**src/rtl/psum_row_collector.sv**
```systemverilog
// Gathers one psum beat per lane from the last PE row and serialises them lane 0..N-1 onto one stream.
// Latency 2 cycles from lane handshake to m_axis_tvalid; a full lane buffer stalls only that lane, output holds under backpressure.
module psum_row_collector #(
  parameter int PE_NUMBER_I = 4,
  parameter int PSUM_WIDTH  = 32,
  parameter int ID_WIDTH    = (PE_NUMBER_I > 1) ? $clog2(PE_NUMBER_I) : 1
) (
  input  logic                              clk,
  input  logic                              rst,
  input  logic [PE_NUMBER_I*PSUM_WIDTH-1:0] s_axis_d_tdata,
  input  logic [PE_NUMBER_I-1:0]            s_axis_d_tvalid,
  output logic [PE_NUMBER_I-1:0]            s_axis_d_tready,
  input  logic [PE_NUMBER_I-1:0]            s_axis_d_tlast,
  output logic [PSUM_WIDTH-1:0]             m_axis_tdata,
  output logic                              m_axis_tvalid,
  input  logic                              m_axis_tready,
  output logic                              m_axis_tlast,
  output logic [ID_WIDTH-1:0]               m_axis_tid,
  output logic                              err_unalligned_data
);

  localparam logic [ID_WIDTH-1:0] LAST_ID = ID_WIDTH'(PE_NUMBER_I - 1);

  logic [PE_NUMBER_I-1:0][PSUM_WIDTH-1:0] buf_data;
  logic [PE_NUMBER_I-1:0]                 buf_last;
  logic [PE_NUMBER_I-1:0]                 buf_full;
  logic [PE_NUMBER_I-1:0]                 lane_hs;

  logic [ID_WIDTH-1:0]   idx;
  logic [ID_WIDTH-1:0]   idx_nxt;
  logic [PSUM_WIDTH-1:0] out_data;
  logic [ID_WIDTH-1:0]   out_id;
  logic                  out_valid;
  logic                  row_last;
  logic                  err;
  logic                  load;

  assign s_axis_d_tready = ~buf_full & {PE_NUMBER_I{~rst}};
  assign lane_hs         = s_axis_d_tvalid & s_axis_d_tready;

  assign load    = buf_full[idx] && (!out_valid || m_axis_tready);
  assign idx_nxt = (idx == LAST_ID) ? '0 : idx + ID_WIDTH'(1);

  // Capture and drain never coincide on one lane: capture needs an empty slot, drain a full one.
  always_ff @(posedge clk) begin
    if (rst) begin
      buf_full <= '0;
    end else begin
      for (int i = 0; i < PE_NUMBER_I; i++) begin
        if (lane_hs[i]) begin
          buf_full[i] <= 1'b1;
        end else if (load && idx == ID_WIDTH'(i)) begin
          buf_full[i] <= 1'b0;
        end
      end
    end
  end

  always_ff @(posedge clk) begin
    for (int i = 0; i < PE_NUMBER_I; i++) begin
      if (lane_hs[i]) begin
        buf_data[i] <= s_axis_d_tdata[i*PSUM_WIDTH +: PSUM_WIDTH];
        buf_last[i] <= s_axis_d_tlast[i];
      end
    end
  end

  // Lane 0 sets the row's tlast; every later lane of the row is compared against it.
  always_ff @(posedge clk) begin
    if (rst) begin
      idx       <= '0;
      out_valid <= 1'b0;
      out_data  <= '0;
      out_id    <= '0;
      row_last  <= 1'b0;
      err       <= 1'b0;
    end else if (load) begin
      out_valid <= 1'b1;
      out_data  <= buf_data[idx];
      out_id    <= idx;
      idx       <= idx_nxt;
      if (idx == '0) begin
        row_last <= buf_last[0];
      end else if (buf_last[idx] != row_last) begin
        err <= 1'b1;
      end
    end else if (m_axis_tready) begin
      out_valid <= 1'b0;
    end
  end

  assign m_axis_tvalid       = out_valid && !rst;
  assign m_axis_tdata        = rst ? '0 : out_data;
  assign m_axis_tid          = rst ? '0 : out_id;
  assign m_axis_tlast        = !rst && row_last && (out_id == LAST_ID);
  assign err_unalligned_data = err && !rst;

endmodule

```
**config.mk**
```make
export PLATFORM = sky130hd
export DESIGN_NAME = psum_row_collector
export DESIGN_NICKNAME = d
export VERILOG_FILES = /design/src/rtl/psum_row_collector.sv
export SDC_FILE = /design/constraint.sdc
export NUM_CORES = 1
export LEC_CHECK = 0
export ABC_AREA = 1
export CAP_MARGIN = 20
export CORE_ASPECT_RATIO = 1.25
export CORE_UTILIZATION = 35
export CTS_CLUSTER_SIZE = 8
export DETAILED_ROUTE_END_ITERATION = 8
export PLACE_DENSITY = 0.59
export REMOVE_ABC_BUFFERS = 1
export SLEW_MARGIN = 0
export SYNTH_ARGS = -nofsm -noshare
export SYNTH_HDL_FRONTEND = slang
export SYNTH_SLANG_ARGS = --single-unit
```
**constraint.sdc**
```tcl
create_clock -name clk -period 2.11 [get_ports clk]
set_input_delay 0.422 -clock clk [delete_from_list [all_inputs] [get_ports clk]]
set_output_delay 0.422 -clock clk [all_outputs]
set_load 0.005 [all_outputs]
```
==> flow_summary.html <==
<table>
<tr><th>Metric</th><th>Value</th></tr>
<tr><th colspan="2">Status</th></tr>
<tr><td>Result of the run</td><td>complete, no violations</td></tr>
<tr><th colspan="2">Synthesis</th></tr>
<tr><td>Number of distinct library cells after synthesis</td><td>24</td></tr>
<tr><td>Seq/Total Area, Yosys</td><td>0.707</td></tr>
<tr><td>Avg Cell Area, Syn</td><td>10.9 sq um</td></tr>
<tr><td>Number of synthesis warnings</td><td>0</td></tr>
<tr><td>Synthesized instance count</td><td>between 600 and 700</td></tr>
<tr><td>Cell type with the largest total area after synthesis</td><td>sky130_fd_sc_hd__edfxtp_1</td></tr>
<tr><td>Top-area cell type share of the netlist area</td><td>0.581</td></tr>
<tr><td>FF+latch count, synth</td><td>175</td></tr>
<tr><td>Total standard cell area after synthesis</td><td>6820 sq um</td></tr>
<tr><td>Most area-consuming cells after synthesis</td><td>sky130_fd_sc_hd__edfxtp_1 58%, sky130_fd_sc_hd__dfxtp_1 13%, sky130_fd_sc_hd__nor2_1 11%</td></tr>
<tr><th colspan="2">Placement</th></tr>
<tr><td>DP HPWL</td><td>around 12,000 um</td></tr>
<tr><td>Number of cells after detailed placement</td><td>1,027</td></tr>
<tr><td>IO buf count</td><td>179</td></tr>
<tr><td>Placed inst area</td><td>between 9000 and 10,000 sq um</td></tr>
<tr><td>DP Worst Slack</td><td>149 ps</td></tr>
<tr><td>Placer Congestion</td><td>between 0.7 and 0.8</td></tr>
<tr><th colspan="2">Pwr</th></tr>
<tr><td>VDD IR-drop max</td><td>500 uV</td></tr>
<tr><td>Power per unit of standard cell area</td><td>1170 nW/um^2</td></tr>
<tr><td>Leak Pwr</td><td>3.56 nW</td></tr>
<tr><td>Total design power</td><td>11.2 mW</td></tr>
<tr><th colspan="2">Clock tree</th></tr>
<tr><td># Post-CTS Setup Buffers</td><td>0</td></tr>
<tr><td>Number of buffers on the longest clock path</td><td>2</td></tr>
<tr><td>Latest clock arrival within the worst-skew pair</td><td>420 ps</td></tr>
<tr><td>Number of clock sinks seen by CTS</td><td>approximately 180</td></tr>
<tr><td>Number of hold-repair buffers added at the cts stage</td><td>0</td></tr>
<tr><td>Total CTS buffers</td><td>17</td></tr>
<tr><td>Clock transition time at the flip-flop clock pins of the worst setup and hold paths</td><td>60 ps</td></tr>
<tr><td>TritonCTS clock tree</td><td>built</td></tr>
<tr><td>CTS-repair resized insts</td><td>2</td></tr>
<tr><td>Root Buffer</td><td>sky130_fd_sc_hd__clkbuf_16</td></tr>
<tr><td>H-tree level count</td><td>4</td></tr>
<tr><th colspan="2">Routing</th></tr>
<tr><td>First-pass iteration count of the detailed router</td><td>6</td></tr>
<tr><td>Via count</td><td>approximately 5,000</td></tr>
<tr><td>Number of remaining DRC errors</td><td>0</td></tr>
<tr><td>Final wirelength</td><td>17,700 um</td></tr>
<tr><td>Average via count per standard cell</td><td>4.76</td></tr>
<tr><td>Antenna violation net count after detailed routing</td><td>0</td></tr>
<tr><td>1st-iter DRT viols</td><td>around 230</td></tr>
<tr><td>Final routed wire length divided by cell count</td><td>16.7 um</td></tr>
<tr><th colspan="2">STA</th></tr>
<tr><td>Final-report hold violation count</td><td>0</td></tr>
<tr><td>Peak Freq</td><td>517 MHz</td></tr>
<tr><td>PnR worst setup slack</td><td>176 ps</td></tr>
<tr><td>Final Cycle Share</td><td>0.916</td></tr>
<tr><td>Unrepaired setup endpoints after global routing</td><td>no</td></tr>
<tr><td>Min cycle time layout</td><td>1930 ps</td></tr>
<tr><td>Setup-failing EPs final</td><td>0</td></tr>
<tr><td>Slew Viols, Final</td><td>0</td></tr>
<tr><td>Relative max-transition margin</td><td>0.705</td></tr>
<tr><td>Final worst clock skew</td><td>10.9 ps</td></tr>
<tr><td>Tightest Pin Transition</td><td>443 ps</td></tr>
<tr><th colspan="2">Hold path</th></tr>
<tr><td>Hold-critical path endpoint</td><td>err</td></tr>
<tr><td>Hold Crit Depth</td><td>2</td></tr>
<tr><td>Min-Delay Startpoint</td><td>err</td></tr>
<tr><td>Worst Hold Class</td><td>reg2reg</td></tr>
<tr><th colspan="2">Finish</th></tr>
<tr><td>Layout cells sized above 1</td><td>0.0834</td></tr>
<tr><td>Diode count</td><td>0</td></tr>
<tr><td>Area Overhead vs Synth</td><td>40.3%</td></tr>
<tr><td>Number of nets in the finished design</td><td>957</td></tr>
<tr><td>Filler-free cell count of the finished design</td><td>1,059</td></tr>
<tr><td>Final standard cell area without fillers</td><td>9570 sq um</td></tr>
<tr><td>Final core area utilization</td><td>0.506</td></tr>
<tr><td>Fill cell instance count of the final layout</td><td>1,718</td></tr>
<tr><th colspan="2">Global routing</th></tr>
<tr><td>Number of antenna violations at the first check in global routing</td><td>0</td></tr>
<tr><td>Overflow after GRT</td><td>0</td></tr>
<tr><td>Largest net degree at the start of global routing</td><td>45</td></tr>
<tr><td>Via count of the first global-routing pass</td><td>slightly above 5,000</td></tr>
<tr><td>Tot GR Track Use</td><td>0.183</td></tr>
<tr><td>First-pass GRT wire length</td><td>26,900 um</td></tr>
<tr><th colspan="2">Critical path</th></tr>
<tr><td>Worst flop-to-flop path endpoint</td><td>out_data[17]</td></tr>
<tr><td>Register-to-Register Setup Slack</td><td>440 ps</td></tr>
<tr><td>Worst setup path class</td><td>in2out</td></tr>
<tr><td>Launch instance of the worst register-to-register path</td><td>idx[0]</td></tr>
<tr><td>Data arrival time at the worst-slack endpoint</td><td>1510 ps</td></tr>
<tr><td>CP Launch Type</td><td>input port</td></tr>
<tr><td>Endpoint required time on the critical path</td><td>1690 ps</td></tr>
<tr><td>Peak fanout along the critical path</td><td>10</td></tr>
<tr><td>Number of cells traversed by the worst register-to-register path</td><td>7</td></tr>
<tr><td>Kind of end point of the critical path</td><td>output pin</td></tr>
<tr><th colspan="2">Floorplanning</th></tr>
<tr><td>IO Pins</td><td>180</td></tr>
<tr><td>Effective utilization at floorplan</td><td>0.361</td></tr>
<tr><td>Die Width</td><td>127 um</td></tr>
<tr><td>Number of core rows</td><td>56</td></tr>
<tr><td>Core Area</td><td>18,900 sq um</td></tr>
<tr><td>DIE AREA</td><td>20,100 sq um</td></tr>
<tr><td>Die span in y</td><td>~160 um</td></tr>
<tr><th colspan="2">Job</th></tr>
<tr><td>Max Cap Viol</td><td>0</td></tr>
</table>
## power by group
group,leakage [nW],switching [mW],internal (mW)
Combinational,1.71,2.24,1.54
Clock,0.271,1.25,1.73
Sequential,1.58,0.165,4.27
## cell usage in the layout (no fill, tap or decap), drive strengths merged
master and n:
dlygate4sd2 1, buf 28, a21oi 3, nand4 1
edfxtp 132, nand3 10, bufinv 1, nand2 32
clkbuf 24, dfxtp 43, clkdlybuf4s50 177, clkinv 3
clkinvlp 2, ha 4, or2 2, o22ai 32
inv 54, nor4 1, o21ai 70, nor2 207
## critical path, stage by stage
cell and delay (ps):
sky130_fd_sc_hd__buf_2 230, sky130_fd_sc_hd__buf_4 240, sky130_fd_sc_hd__inv_1 70, sky130_fd_sc_hd__nand2_1 80, sky130_fd_sc_hd__inv_1 40, sky130_fd_sc_hd__clkdlybuf4s50_1 430
## layer usage
metal / vias to the layer above / global-route usage / part of all wire
li1: 2477 / - / -
met1: 2403 / 0.227 / 0.44
met2: 151 / 0.318 / 0.51
met3: 12 / 0.0395 / 0.047
met4: 0 / 0.0550 / 0.010
met5: - / 0 / 0
## metrics by stage
stage	setup TNS [ps]	hold slack, ps
finish	0	472
CTS	0	478
floorplan	-29880	421
global route	0	492
detailed placement	0	457
global placement	0	452
## how the worst max path moves through the flow
stage                   from                  end  cells past startpoint
5_1_grt                  rst     m_axis_tdata[25]                      4
6_report                 rst  err_unalligned_data                      6
3_3_place_gp   m_axis_tready         out_data[17]                      6
2_1_floorplan         idx[0]          out_data[0]                      7
4_1_cts                  rst      m_axis_tdata[2]                      4
3_5_place_dp             rst         m_axis_tlast                      3
## synth_stat cells
cell type	count
sky130_fd_sc_hd__nor2_1	206
sky130_fd_sc_hd__edfxtp_1	132
sky130_fd_sc_hd__o21ai_0	67
sky130_fd_sc_hd__inv_1	50
sky130_fd_sc_hd__dfxtp_1	43
sky130_fd_sc_hd__nand2_1	32
sky130_fd_sc_hd__o22ai_1	32
sky130_fd_sc_hd__clkbuf_1	17
sky130_fd_sc_hd__buf_2	13
sky130_fd_sc_hd__nand3_1	8
sky130_fd_sc_hd__ha_1	4
sky130_fd_sc_hd__a21oi_1	3
sky130_fd_sc_hd__buf_6	3
sky130_fd_sc_hd__o21ai_1	3
sky130_fd_sc_hd__buf_4	2
sky130_fd_sc_hd__inv_2	1
sky130_fd_sc_hd__inv_4	1
sky130_fd_sc_hd__nand3_2	1
sky130_fd_sc_hd__nand3_4	1
sky130_fd_sc_hd__nand4_1	1
sky130_fd_sc_hd__nor2_8	1
sky130_fd_sc_hd__nor4_1	1
sky130_fd_sc_hd__or2_0	1
sky130_fd_sc_hd__or2_2	1
## cells by family after synthesis
group	share of synthesized area
AND/OR/NAND/NOR	0.147
flip-flops	0.707
AO/OA/AOI/OAI	0.0829
buffers and inverters	0.0550
adder cells (fa/ha/maj)	0.00734
## sequential cells by signal, indices dropped and copies added (netlist names)
register   cells
buf_data     128
out_data      32
buf_full       4
buf_last       4
idx            2
out_id         2
err            1
out_valid      1
row_last       1
## layout make-up
class	count	area [sq um]	share of cell area
inverter	52	198	0.0207
clock buffer	24	482	0.0503
sequential	175	4830	0.504
tap	232	290	0.0303
multi-input combinational	362	1630	0.170
clock inverter	8	81.3	0.00850
timing repair buffer	206	2060	0.216
Power figures use the tool's default switching activity.
